===== src/rtl/a0_trace_buffer.sv =====
// rtl/a0_trace_buffer.sv - timestamped a0 change trace FIFO
//
// Watches the CPU a0 register and queues each change with the cycle it was
// seen on. The queued entries drain in order over a valid/ready handshake.
//
// Ports:
//   clk          system clock, rising edge
//   rst          asynchronous active-low reset
//   en           capture enable; while low, a0 is neither compared nor tracked
//   a0           a0 value from the CPU top level
//   out_ready    consumer accepts the head entry
//   clr_overflow clears the sticky overflow flag
//   out_valid    FIFO holds at least one entry
//   out_data     a0 value of the head entry (0 when empty)
//   out_stamp    cycle stamp of the head entry (0 when empty)
//   count        number of occupied entries
//   overflow     sticky: at least one change was dropped because the FIFO was full
module a0_trace_buffer #(
  parameter int DATA_WIDTH  = 32,
  parameter int DEPTH       = 8,
  parameter int STAMP_WIDTH = 16
) (
  input  logic                      clk,
  input  logic                      rst,
  input  logic                      en,
  input  logic [DATA_WIDTH-1:0]     a0,
  input  logic                      out_ready,
  input  logic                      clr_overflow,
  output logic                      out_valid,
  output logic [DATA_WIDTH-1:0]     out_data,
  output logic [STAMP_WIDTH-1:0]    out_stamp,
  output logic [$clog2(DEPTH):0]    count,
  output logic                      overflow
);

  localparam int PTR_W = $clog2(DEPTH);
  localparam int CNT_W = PTR_W + 1;
  localparam logic [CNT_W-1:0] DEPTH_C = CNT_W'(DEPTH);

  logic [DATA_WIDTH-1:0]  prev_a0;
  logic [STAMP_WIDTH-1:0] cycle_cnt;
  logic [PTR_W-1:0]       rd_ptr;
  logic [PTR_W-1:0]       wr_ptr;
  logic [CNT_W-1:0]       count_q;
  logic                   overflow_q;

  // Storage is deliberately left out of reset; the empty-case masking on the
  // outputs keeps stale contents from ever being visible.
  logic [DATA_WIDTH-1:0]  mem_data  [DEPTH];
  logic [STAMP_WIDTH-1:0] mem_stamp [DEPTH];

  logic change_evt;
  logic pop;
  logic push;
  logic drop;

  always_comb begin
    change_evt = en && (a0 != prev_a0);
    pop        = (count_q != '0) && out_ready;
    // A pop frees the slot the write lands in, so a full FIFO can still
    // accept a push in the same cycle.
    push       = change_evt && ((count_q != DEPTH_C) || pop);
    drop       = change_evt && !push;
  end

  always_ff @(posedge clk or negedge rst) begin
    if (!rst) begin
      prev_a0    <= '0;
      cycle_cnt  <= '0;
      rd_ptr     <= '0;
      wr_ptr     <= '0;
      count_q    <= '0;
      overflow_q <= 1'b0;
    end else begin
      cycle_cnt <= cycle_cnt + STAMP_WIDTH'(1);
      if (en) begin
        prev_a0 <= a0;
      end
      if (push) begin
        wr_ptr <= wr_ptr + PTR_W'(1);
      end
      if (pop) begin
        rd_ptr <= rd_ptr + PTR_W'(1);
      end
      case ({push, pop})
        2'b10:   count_q <= count_q + CNT_W'(1);
        2'b01:   count_q <= count_q - CNT_W'(1);
        default: count_q <= count_q;
      endcase
      // Set has priority over clear so a drop is never lost.
      if (drop) begin
        overflow_q <= 1'b1;
      end else if (clr_overflow) begin
        overflow_q <= 1'b0;
      end
    end
  end

  // The stamp stored is the counter value before this edge's increment.
  always_ff @(posedge clk) begin
    if (push) begin
      mem_data[wr_ptr]  <= a0;
      mem_stamp[wr_ptr] <= cycle_cnt;
    end
  end

  always_comb begin
    out_valid = (count_q != '0);
    count     = count_q;
    overflow  = overflow_q;
    out_data  = out_valid ? mem_data[rd_ptr]  : '0;
    out_stamp = out_valid ? mem_stamp[rd_ptr] : '0;
  end

endmodule

===== config.mk =====
export PLATFORM = sky130hd
export DESIGN_NAME = a0_trace_buffer
export DESIGN_NICKNAME = d
export VERILOG_FILES = /design/src/rtl/a0_trace_buffer.sv
export SDC_FILE = /design/constraint.sdc
export NUM_CORES = 1
export LEC_CHECK = 0
export ABC_CLOCK_PERIOD_IN_PS = 20300
export BUFFER_PORTS_ARGS = -buffer_cell sky130_fd_sc_hd__buf_2
export CORE_MARGIN = 3
export CORE_UTILIZATION = 30
export CTS_CLUSTER_SIZE = 28
export DETAILED_ROUTE_END_ITERATION = 7
export PLACE_DENSITY = 0.41
export SYNTH_ARGS = -nofsm -noshare
export SYNTH_HDL_FRONTEND = slang
export SYNTH_SLANG_ARGS = --single-unit
export TNS_END_PERCENT = 20

===== constraint.sdc =====
create_clock -name clk -period 20.3 [get_ports clk]
set_input_delay 4.06 -clock clk [delete_from_list [all_inputs] [get_ports clk]]
set_output_delay 4.06 -clock clk [all_outputs]
set_load 0.02 [all_outputs]

==> summary.md, run 1 <==
| Metric | Value |
|---|---|
| Status | `complete, no violations` |
| Worst Hold End | `prev_a0[28]$_DFFE_PN0P_` |
| Clk_lat worst skew | `580 ps` |
| Highest clock rate | `about 130 MHz` |
| Period utilisation layout | `between 30 and 40%` |
| Commonest non-fill, non-tap cells in the layout | `384 x edfxtp_1, 96 x mux4_2, 89 x buf_2, 56 x dfrtp_1, 53 x nor2_1` |
| DR iter-0 viols | `between 400 and 500` |
| Post-Route WL | `41700 um` |
| CP endpoint kind | `output pin` |
| Worst Path Required | `roughly 16000 ps` |
| CP Launch Type | `register` |
| DR pass1 iterations | `4` |
| R2R Setup Slk | `~17000 ps` |
| CP Data Arrival Time | `between 3000 and 4000 ps` |
| WL per Instance | `23.6 um` |
| Hold Crit Class | `register to register` |
| Largest family of logic cells by synthesized area | `multiplexers` |
| Die Ht | `roughly 250 um` |
| Clock Sinks | `about 440` |
| Max IR drop VDD | `between 0.00007 and 0.00008 V` |
| Syn Inst Count | `around 840` |
| Reg2Reg Depth | `12` |
| Area post-placement | `~19000 um2` |
| Final Skew | `18.6 ps` |
| Remaining antenna violation count | `0` |
| I/O Pins | `between 90 and 100` |
| Top cells by area, synth | `edfxtp_1 66%, mux4_2 12%, dfrtp_1 8.5%` |
| Syn avg cell area | `20.6 um2` |
| Gpl congestion | `roughly 0.7` |
| Hold Path Depth | `1` |
| Worst-Margin Slew | `approximately 1200 ps` |
| Largest net degree at the start of global routing | `60` |
| Routed via count | `~8000` |
| Hold buffers post-CTS | `0` |
| Final #Nets | `approximately 1000` |
| DR vias/cell | `4.66` |
| Die area | `slightly above 60000 um2` |
| Final Hold Viols | `0` |
| Post-synth top flop | `edfxtp_1` |
| # resized after CTS | `0` |
| Synth area leader | `edfxtp_1` |
| Number of enable flip-flop cells after synthesis | `roughly 380` |
| Simple-gate share of the synthesized area | `2.79%` |
| First-pass GRT wire length | `around 63000 um` |
| Endpoints failing setup | `0` |
| GR Util All Layers | `between 10% and 20%` |
| Crit path kind | `register to output pin` |
| CTS Root Cell | `clkbuf_16` |
| DPL Wire Length | `~23000 um` |
| Reg2reg start | `count[3]$_DFFE_PN0P_` |
| Clk pin slew, worst setup/hold paths | `approximately 60 ps` |
| Core Util, Final | `around 36%` |
| Xor-xnor portion of the synthesized cell area | `between 2 and 3%` |
| IO buf count | `90` |
| Core ar. | `about 57000 um2` |
| Synth Net Count | `~890` |
| Max clock buf depth | `3` |
| H-tree level count | `2` |
| Crit-path cells | `buf_4, mux4_2, mux2i_1, nor2_1, buf_2` |
| Post-synthesis instance area | `approximately 17000 um2` |
| Async S/R FF share, synth | `between 10% and 20%` |
| FF+latch count, synth | `between 400 and 500` |
| Gr ovfl total | `0` |
| Residual DRC | `0` |
| Post-CTS Setup Bufs | `0` |
| Leakage | `between 7 and 8 nW` |
| Setup TNS | `0 ps` |
| Seq/Total Area, Yosys | `approximately 75%` |
| Max Slew Vio Count | `0` |
| Die width | `approximately 250 um` |
| Most common cell after layout, fill and taps aside | `edfxtp_1` |
| Cell Pwr Density | `~140 nW/um2` |
| # rows | `87` |
| Critical path peak fanout | `between 40 and 50` |
| Unique masters post-synth | `34` |
| Compound-Gate Fraction of Synth Area | `0.267%` |
| Fillcell total | `5326` |
| Vias in the first global route | `9076` |
| RSZ-0062 raised after global routing | `no` |
| Ys Warns | `0` |
| Initial Util | `between 30% and 40%` |
| Share of cells above drive strength 1 | `31.9%` |
| Delay of the slowest critical-path stage | `approximately 900 ps` |
| Crit-path slowest cell | `buf_4` |
| Post-synthesis mux area share | `between 15 and 20%` |
| Initial antenna violation count | `3` |
| Finished Cell Area | `~20000 um2` |
| Max cap viols | `0` |
| TritonCTS clock tree | `done` |
| Area grow syn2layout | `17.1%` |
| R2r endpoint | `count[3]$_DFFE_PN0P_` |
| Hold Crit Start | `prev_a0[28]$_DFFE_PN0P_` |
| Max transition margin | `approximately a fifth` |
| Fin crit period | `around 7500 ps` |
| Synth Area in Adders | `less than 1%` |
| TritonCTS Buffers | `50` |
| Top-area cell type share of the netlist area | `approximately 66%` |
[cell usage after synthesis, types with 2 or more instances]
library cell    n
nand2_1        13
and3_1          3
xnor2_1        16
ha_1            5
mux2_4          2
nand3_1        10
buf_1           4
nand4_1         4
nor4_1         12
xor2_1         36
mux2_2         34
dfrtp_1        59
and2_1          3
mux2i_1        49
buf_2          15
inv_1           9
nor2_1         53
edfxtp_1      384
nor3_1          4
clkbuf_1       20
mux4_2         96
[cells by family (layout without fill, tap and decap cells)]
family | Yosys count | in the layout
buffers and inverters | 50 | 213
XOR/XNOR | 52 | 52
other | 0 | 1
flip-flops | 443 | 443
AND/OR/NAND/NOR | 105 | 105
adder cells (fa/ha/maj) | 6 | 6
multiplexers | 181 | 181
AO/OA/AOI/OAI | 7 | 7
[flip-flops by register name, summed over array words and instances (netlist names)]
register / count
mem_data: 256
prev_a0: 32
cycle_cnt: 16
wr_ptr: 3
overflow: 1
rd_ptr: 3
count: 4
mem_stamp: 128
[layer usage]
| metal | GRT usage, % | up-vias | share of wire, % |
|---|---|---|---|
| met5 | 0 | - | 0.031 |
| met4 | 3.11 | 2 | 1.6 |
| met3 | 2.87 | 53 | 4.1 |
| met2 | 22.6 | 146 | 48 |
| met1 | 20.1 | 4384 | 46 |
| li1 | - | 3627 | - |
[worst max path at each step]
stage,endpoint,startpoint,slack [ps],depth (start not counted)
finish,out_stamp[10],rd_ptr[0]$_DFFE_PN0P_,12790,5
global route,out_stamp[10],rd_ptr[0]$_DFFE_PN0P_,12410,5
CTS,out_stamp[10],rd_ptr[0]$_DFFE_PN0P_,12520,5
detailed placement,mem_stamp[3][12]$_DFFE_PP_,a0[31],13140,7
global placement,out_stamp[10],rd_ptr[0]$_DFFE_PN0P_,13210,5
floorplan,mem_data[2][0]$_DFFE_PP_,a0[21],10040,6
[report_power, final]
| part | leakage (nW) | switching, mW | internal (mW) |
|---|---|---|---|
| registers | 4.24 | 0.0889 | 1.12 |
| clock network | 0.740 | 0.351 | 0.487 |
| logic | 2.03 | 0.500 | 0.356 |
[critical path, delay by kind of cell, from the launching register on]
family	cells	cell delay (ps)
buf+inv	2	1090
mux	2	910
flops	1	740
simple gates	1	80
[metrics by stage]
step                worst slack (ps)  std cells  power [mW]  hold WS, ps
floorplan                      10040        844        1.81          501
global placement               13210       1671        2.13          510
detailed placement             13140       1671        2.13          516
CTS                            12520       1763        2.98          529
global route                   12410       1763        3.08          536
finish                         12790       1764        2.91          525
[area by class of cell]
class                           count  area [um2]  share of cell area, %
Inverter                           10        37.5                  0.185
Timing Repair Buffer              111         611                   3.01
Antenna cell                        1        2.50                 0.0123
Clock buffer                       71        1390                   6.85
Sequential cell                   443       13000                   64.1
Multi-Input combinational cell    351        4190                   20.6
Tap cell                          756         946                   4.66
Clock inverter                     21         123                  0.603
No activity file was read; power rests on OpenSTA's default activity.
==> run 2: changes to the inputs <==
--- a/config.mk
+++ b/config.mk
@@ -5,13 +5,13 @@
 export SDC_FILE = /design/constraint.sdc
 export NUM_CORES = 1
 export LEC_CHECK = 0
-export ABC_CLOCK_PERIOD_IN_PS = 20300
+export ABC_CLOCK_PERIOD_IN_PS = 6600
 export BUFFER_PORTS_ARGS = -buffer_cell sky130_fd_sc_hd__buf_2
 export CORE_MARGIN = 3
 export CORE_UTILIZATION = 30
 export CTS_CLUSTER_SIZE = 28
 export DETAILED_ROUTE_END_ITERATION = 7
-export PLACE_DENSITY = 0.41
+export PLACE_DENSITY = 0.43
 export SYNTH_ARGS = -nofsm -noshare
 export SYNTH_HDL_FRONTEND = slang
 export SYNTH_SLANG_ARGS = --single-unit
==> constraint.sdc (replaced) <==
create_clock -name clk -period 6.6 [get_ports clk]
set_input_delay 1.32 -clock clk [delete_from_list [all_inputs] [get_ports clk]]
set_output_delay 1.32 -clock clk [all_outputs]
set_load 0.02 [all_outputs]
==> run 2 against run 1 <==
Against the previous run:
- final area increased by 0.89%
- register-to-register slack worse by 14000 ps
- routed wire length down 4.2%
- setup slack got worse by 11000 ps
- power rose to 3.1 times the previous value
- clock skew down 4.2 ps
- critical path type unchanged
- global-route usage decreased by 0.66 points
- non-clock buffer count up 3
- clock power increased to 3.3 times the previous value
- highest routed layer unchanged
- die area is the same
==> summary.md, run 2 (synthesis results as in run 1) <==
| Metric | Value |
|---|---|
| Crit-path cells | `buf_12, mux4_2, mux2i_1, nor2_1, buf_2` |
| Core ar. | `56800 um2 (unchanged)` |
| Reg2reg start | `count[2]$_DFFE_PN0P_` |
| Buf/Inv on CP | `2 (unchanged)` |
| # rows | `87 (unchanged)` |
| Max transition margin | `28.8% (+7.5 points)` |
| Max cap viols | `0 (unchanged)` |
| RSZ-0062 raised after global routing | `no` |
| Max Slew Vio Count | `0 (unchanged)` |
| H-tree level count | `2 (unchanged)` |
| Initial antenna violation count | `3 (unchanged)` |
| Final Hold Viols | `0 (unchanged)` |
| Area of the multi-input gates | `4200 um2 (+0.21%)` |
| Endpoints failing setup | `0 (unchanged)` |
| First-pass GRT wire length | `60500 um (-3.6%)` |
| Final Skew | `14.4 ps (-4.19 ps)` |
| Leakage | `7.11 nW (+1.4%)` |
| Most common cell after layout, fill and taps aside | `edfxtp_1` |
| Post-Route WL | `39900 um (-4.2%)` |
| Hold_ws | `525 ps (-0.150 ps)` |
| Share of cells above drive strength 1 | `32.6% (+0.73 points)` |
| Largest reg by FF count | `mem_data` |
| Fin crit period | `approximately 4500 ps` |
| WL per Instance | `22.6 um (-4.6%)` |
| Largest regs | `mem_data: 256 flops, mem_stamp: 128 flops, prev_a0: 32 flops` |
| # resized after CTS | `0 (unchanged)` |
| Power, Total | `9.09 mW (+210%)` |
| DPL Wire Length | `22700 um (-0.87%)` |
| Combinational power share | `28.3% (-1.2 points)` |
| Gpl congestion | `0.690 (-1.2%)` |
| Clk pin slew, worst setup/hold paths | `60 ps (about the same)` |
| Worst Path Required | `5280 ps (-10960 ps)` |
| IO buf count | `90 (unchanged)` |
| Switching share of power | `31.5% (-0.86 points)` |
| Hold Path Depth | `1 (unchanged)` |
| Highest clock rate | `~220 MHz` |
| Hold Crit Class | `register to register` |
| Clk_lat worst skew | `580 ps (about the same)` |
| DR iter-0 viols | `548 (+25%)` |
| Setup TNS | `0 ps (unchanged)` |
| Commonest non-fill, non-tap cells in the layout | `384 x edfxtp_1, 96 x mux4_2, 89 x buf_2, 56 x dfrtp_1` |
| Initial Util | `30.5% (unchanged)` |
| Crit path kind | `register to output pin` |
| Fillcell total | `5315 (-0.21%)` |
| Worst-Margin Slew | `1060 ps (-110 ps)` |
| CP Launch Type | `register` |
| Worst setup slack after layout | `2130 ps (-10660 ps)` |
| CP endpoint kind | `output pin` |
| CP startpoint | `rd_ptr[0]$_DFFE_PN0P_` |
| R2r endpoint | `count[3]$_DFFE_PN0P_` |
| Vias in the first global route | `8954 (-1.3%)` |
| Routed via count | `8230 (+0.22%)` |
| P_sw | `2.86 mW (+200%)` |
| Clock Sinks | `443 (unchanged)` |
| Clock share of power | `30.2% (+1.4 points)` |
| Hold Crit Start | `prev_a0[24]$_DFFE_PN0P_` |
| Largest net degree at the start of global routing | `62 (+3.3%)` |
| Die width | `246 um (unchanged)` |
| Core Util, Final | `36.1% (+0.32 points)` |
| Sequential share of power | `41.5% (-0.2 points)` |
| Max IR drop VDD | `0.000289 V (+300%)` |
| Pint | `6.23 mW (+220%)` |
| TritonCTS clock tree | `done` |
| DR vias/cell | `4.65 (-0.12%)` |
| Remaining antenna violation count | `0 (unchanged)` |
| CP delay by family, top | `multiplexers` |
| Gr ovfl total | `0 (unchanged)` |
| Die area | `60800 um2 (unchanged)` |
| R2R Setup Slk | `3230 ps (-13760 ps)` |
| Cell Pwr Density | `443 nW/um2 (+210%)` |
| CTS Root Cell | `clkbuf_16` |
| Reg2Reg Depth | `12 (unchanged)` |
| Crit-path slowest cell | `dfrtp_4` |
| Hold buffers post-CTS | `0 (unchanged)` |
| CP Data Arrival Time | `3150 ps (-300 ps)` |
| Delay of the slowest critical-path stage | `860 ps (-40 ps)` |
| Period utilisation layout | `roughly 68%` |
| I/O Pins | `91 (unchanged)` |
| Worst Hold End | `prev_a0[24]$_DFFE_PN0P_` |
| DP Worst Slack | `2350 ps (-10800 ps)` |
| GR Util All Layers | `13.5% (-0.66 points)` |
| FF+latch area | `13000 um2 (unchanged)` |
| Area grow syn2layout | `18.1%` |
| Critical path peak fanout | `61 (+27%)` |
| Die Ht | `246 um (unchanged)` |
| Largest register FFs | `256 (unchanged)` |
| Status | `complete, no violations` |
| DR pass1 iterations | `4 (unchanged)` |
| Post-CTS Setup Bufs | `0 (unchanged)` |
| Residual DRC | `0 (unchanged)` |
| Final #Nets | `1013 (+0.30%)` |
| TritonCTS Buffers | `50 (unchanged)` |
| Max clock buf depth | `3 (unchanged)` |
[run 2: cell types whose count changed in the layout (fill, tap and decap cells not counted), sizes merged]
cell      previous run  this run
clkbuf              71        77
inv                 11        10
diode                1         2
clkinvlp             1         0
buf                111       114
clkinv              18        14
bufinv               1         3
[run 2: layout make-up]
class / count / share of cell area, %
Sequential cell: 443 / 63.5
Timing Repair Buffer: 114 / 3.15
Tap cell: 756 / 4.61
Inverter: 10 / 0.183
Multi-Input combinational cell: 351 / 20.5
Clock buffer: 77 / 7.30
Antenna cell: 2 / 0.0244
Clock inverter: 17 / 0.739
[run 2: metal layers]
layer / wire (um) / GRT usage [%]
met1: 18600 / 18.9
met2: 18500 / 21.2
met3: 2070 / 3.13
met4: 838 / 3.88
met5: 17 / 0
[run 2: worst max path at each step]
stage / end / depth (start not counted)
finish: out_stamp[2] / 5
global route: out_stamp[2] / 5
detailed placement: count[3]$_DFFE_PN0P_ / 13
floorplan: mem_data[4][0]$_DFFE_PP_ / 6
CTS: out_stamp[2] / 5
global placement: count[3]$_DFFE_PN0P_ / 13
[run 2: per-stage QoR]
step | std cells | instance area [um2]
2_1_floorplan | 844 | 17400
3_3_place_gp | 1674 | 18800
3_5_place_dp | 1674 | 18800
4_1_cts | 1768 | 20500
5_1_grt | 1768 | 20500
6_report | 1770 | 20500
[run 2: worst register-to-register path, cell delays in order (launching register included)]
cell     delay (ps)
dfrtp_1         460
nor4_4          290
buf_4           660
inv_2           210
and2_1          280
nand2_1         120
inv_1            70
ha_1            280
a21o_1          180
a21oi_1         180
nor2_1           80
mux2_2          270
o211a_1         200
[run 2: power groups by stage]
stage          registers, mW  clock network [mW]  logic [mW]
2_1_floorplan           3.64                   0        1.91
3_3_place_gp            3.83                   0        2.67
3_5_place_dp            3.84                   0        2.67
4_1_cts                 3.78                2.84        2.68
5_1_grt                 3.82                2.96        2.83
6_report                3.77                2.75        2.57
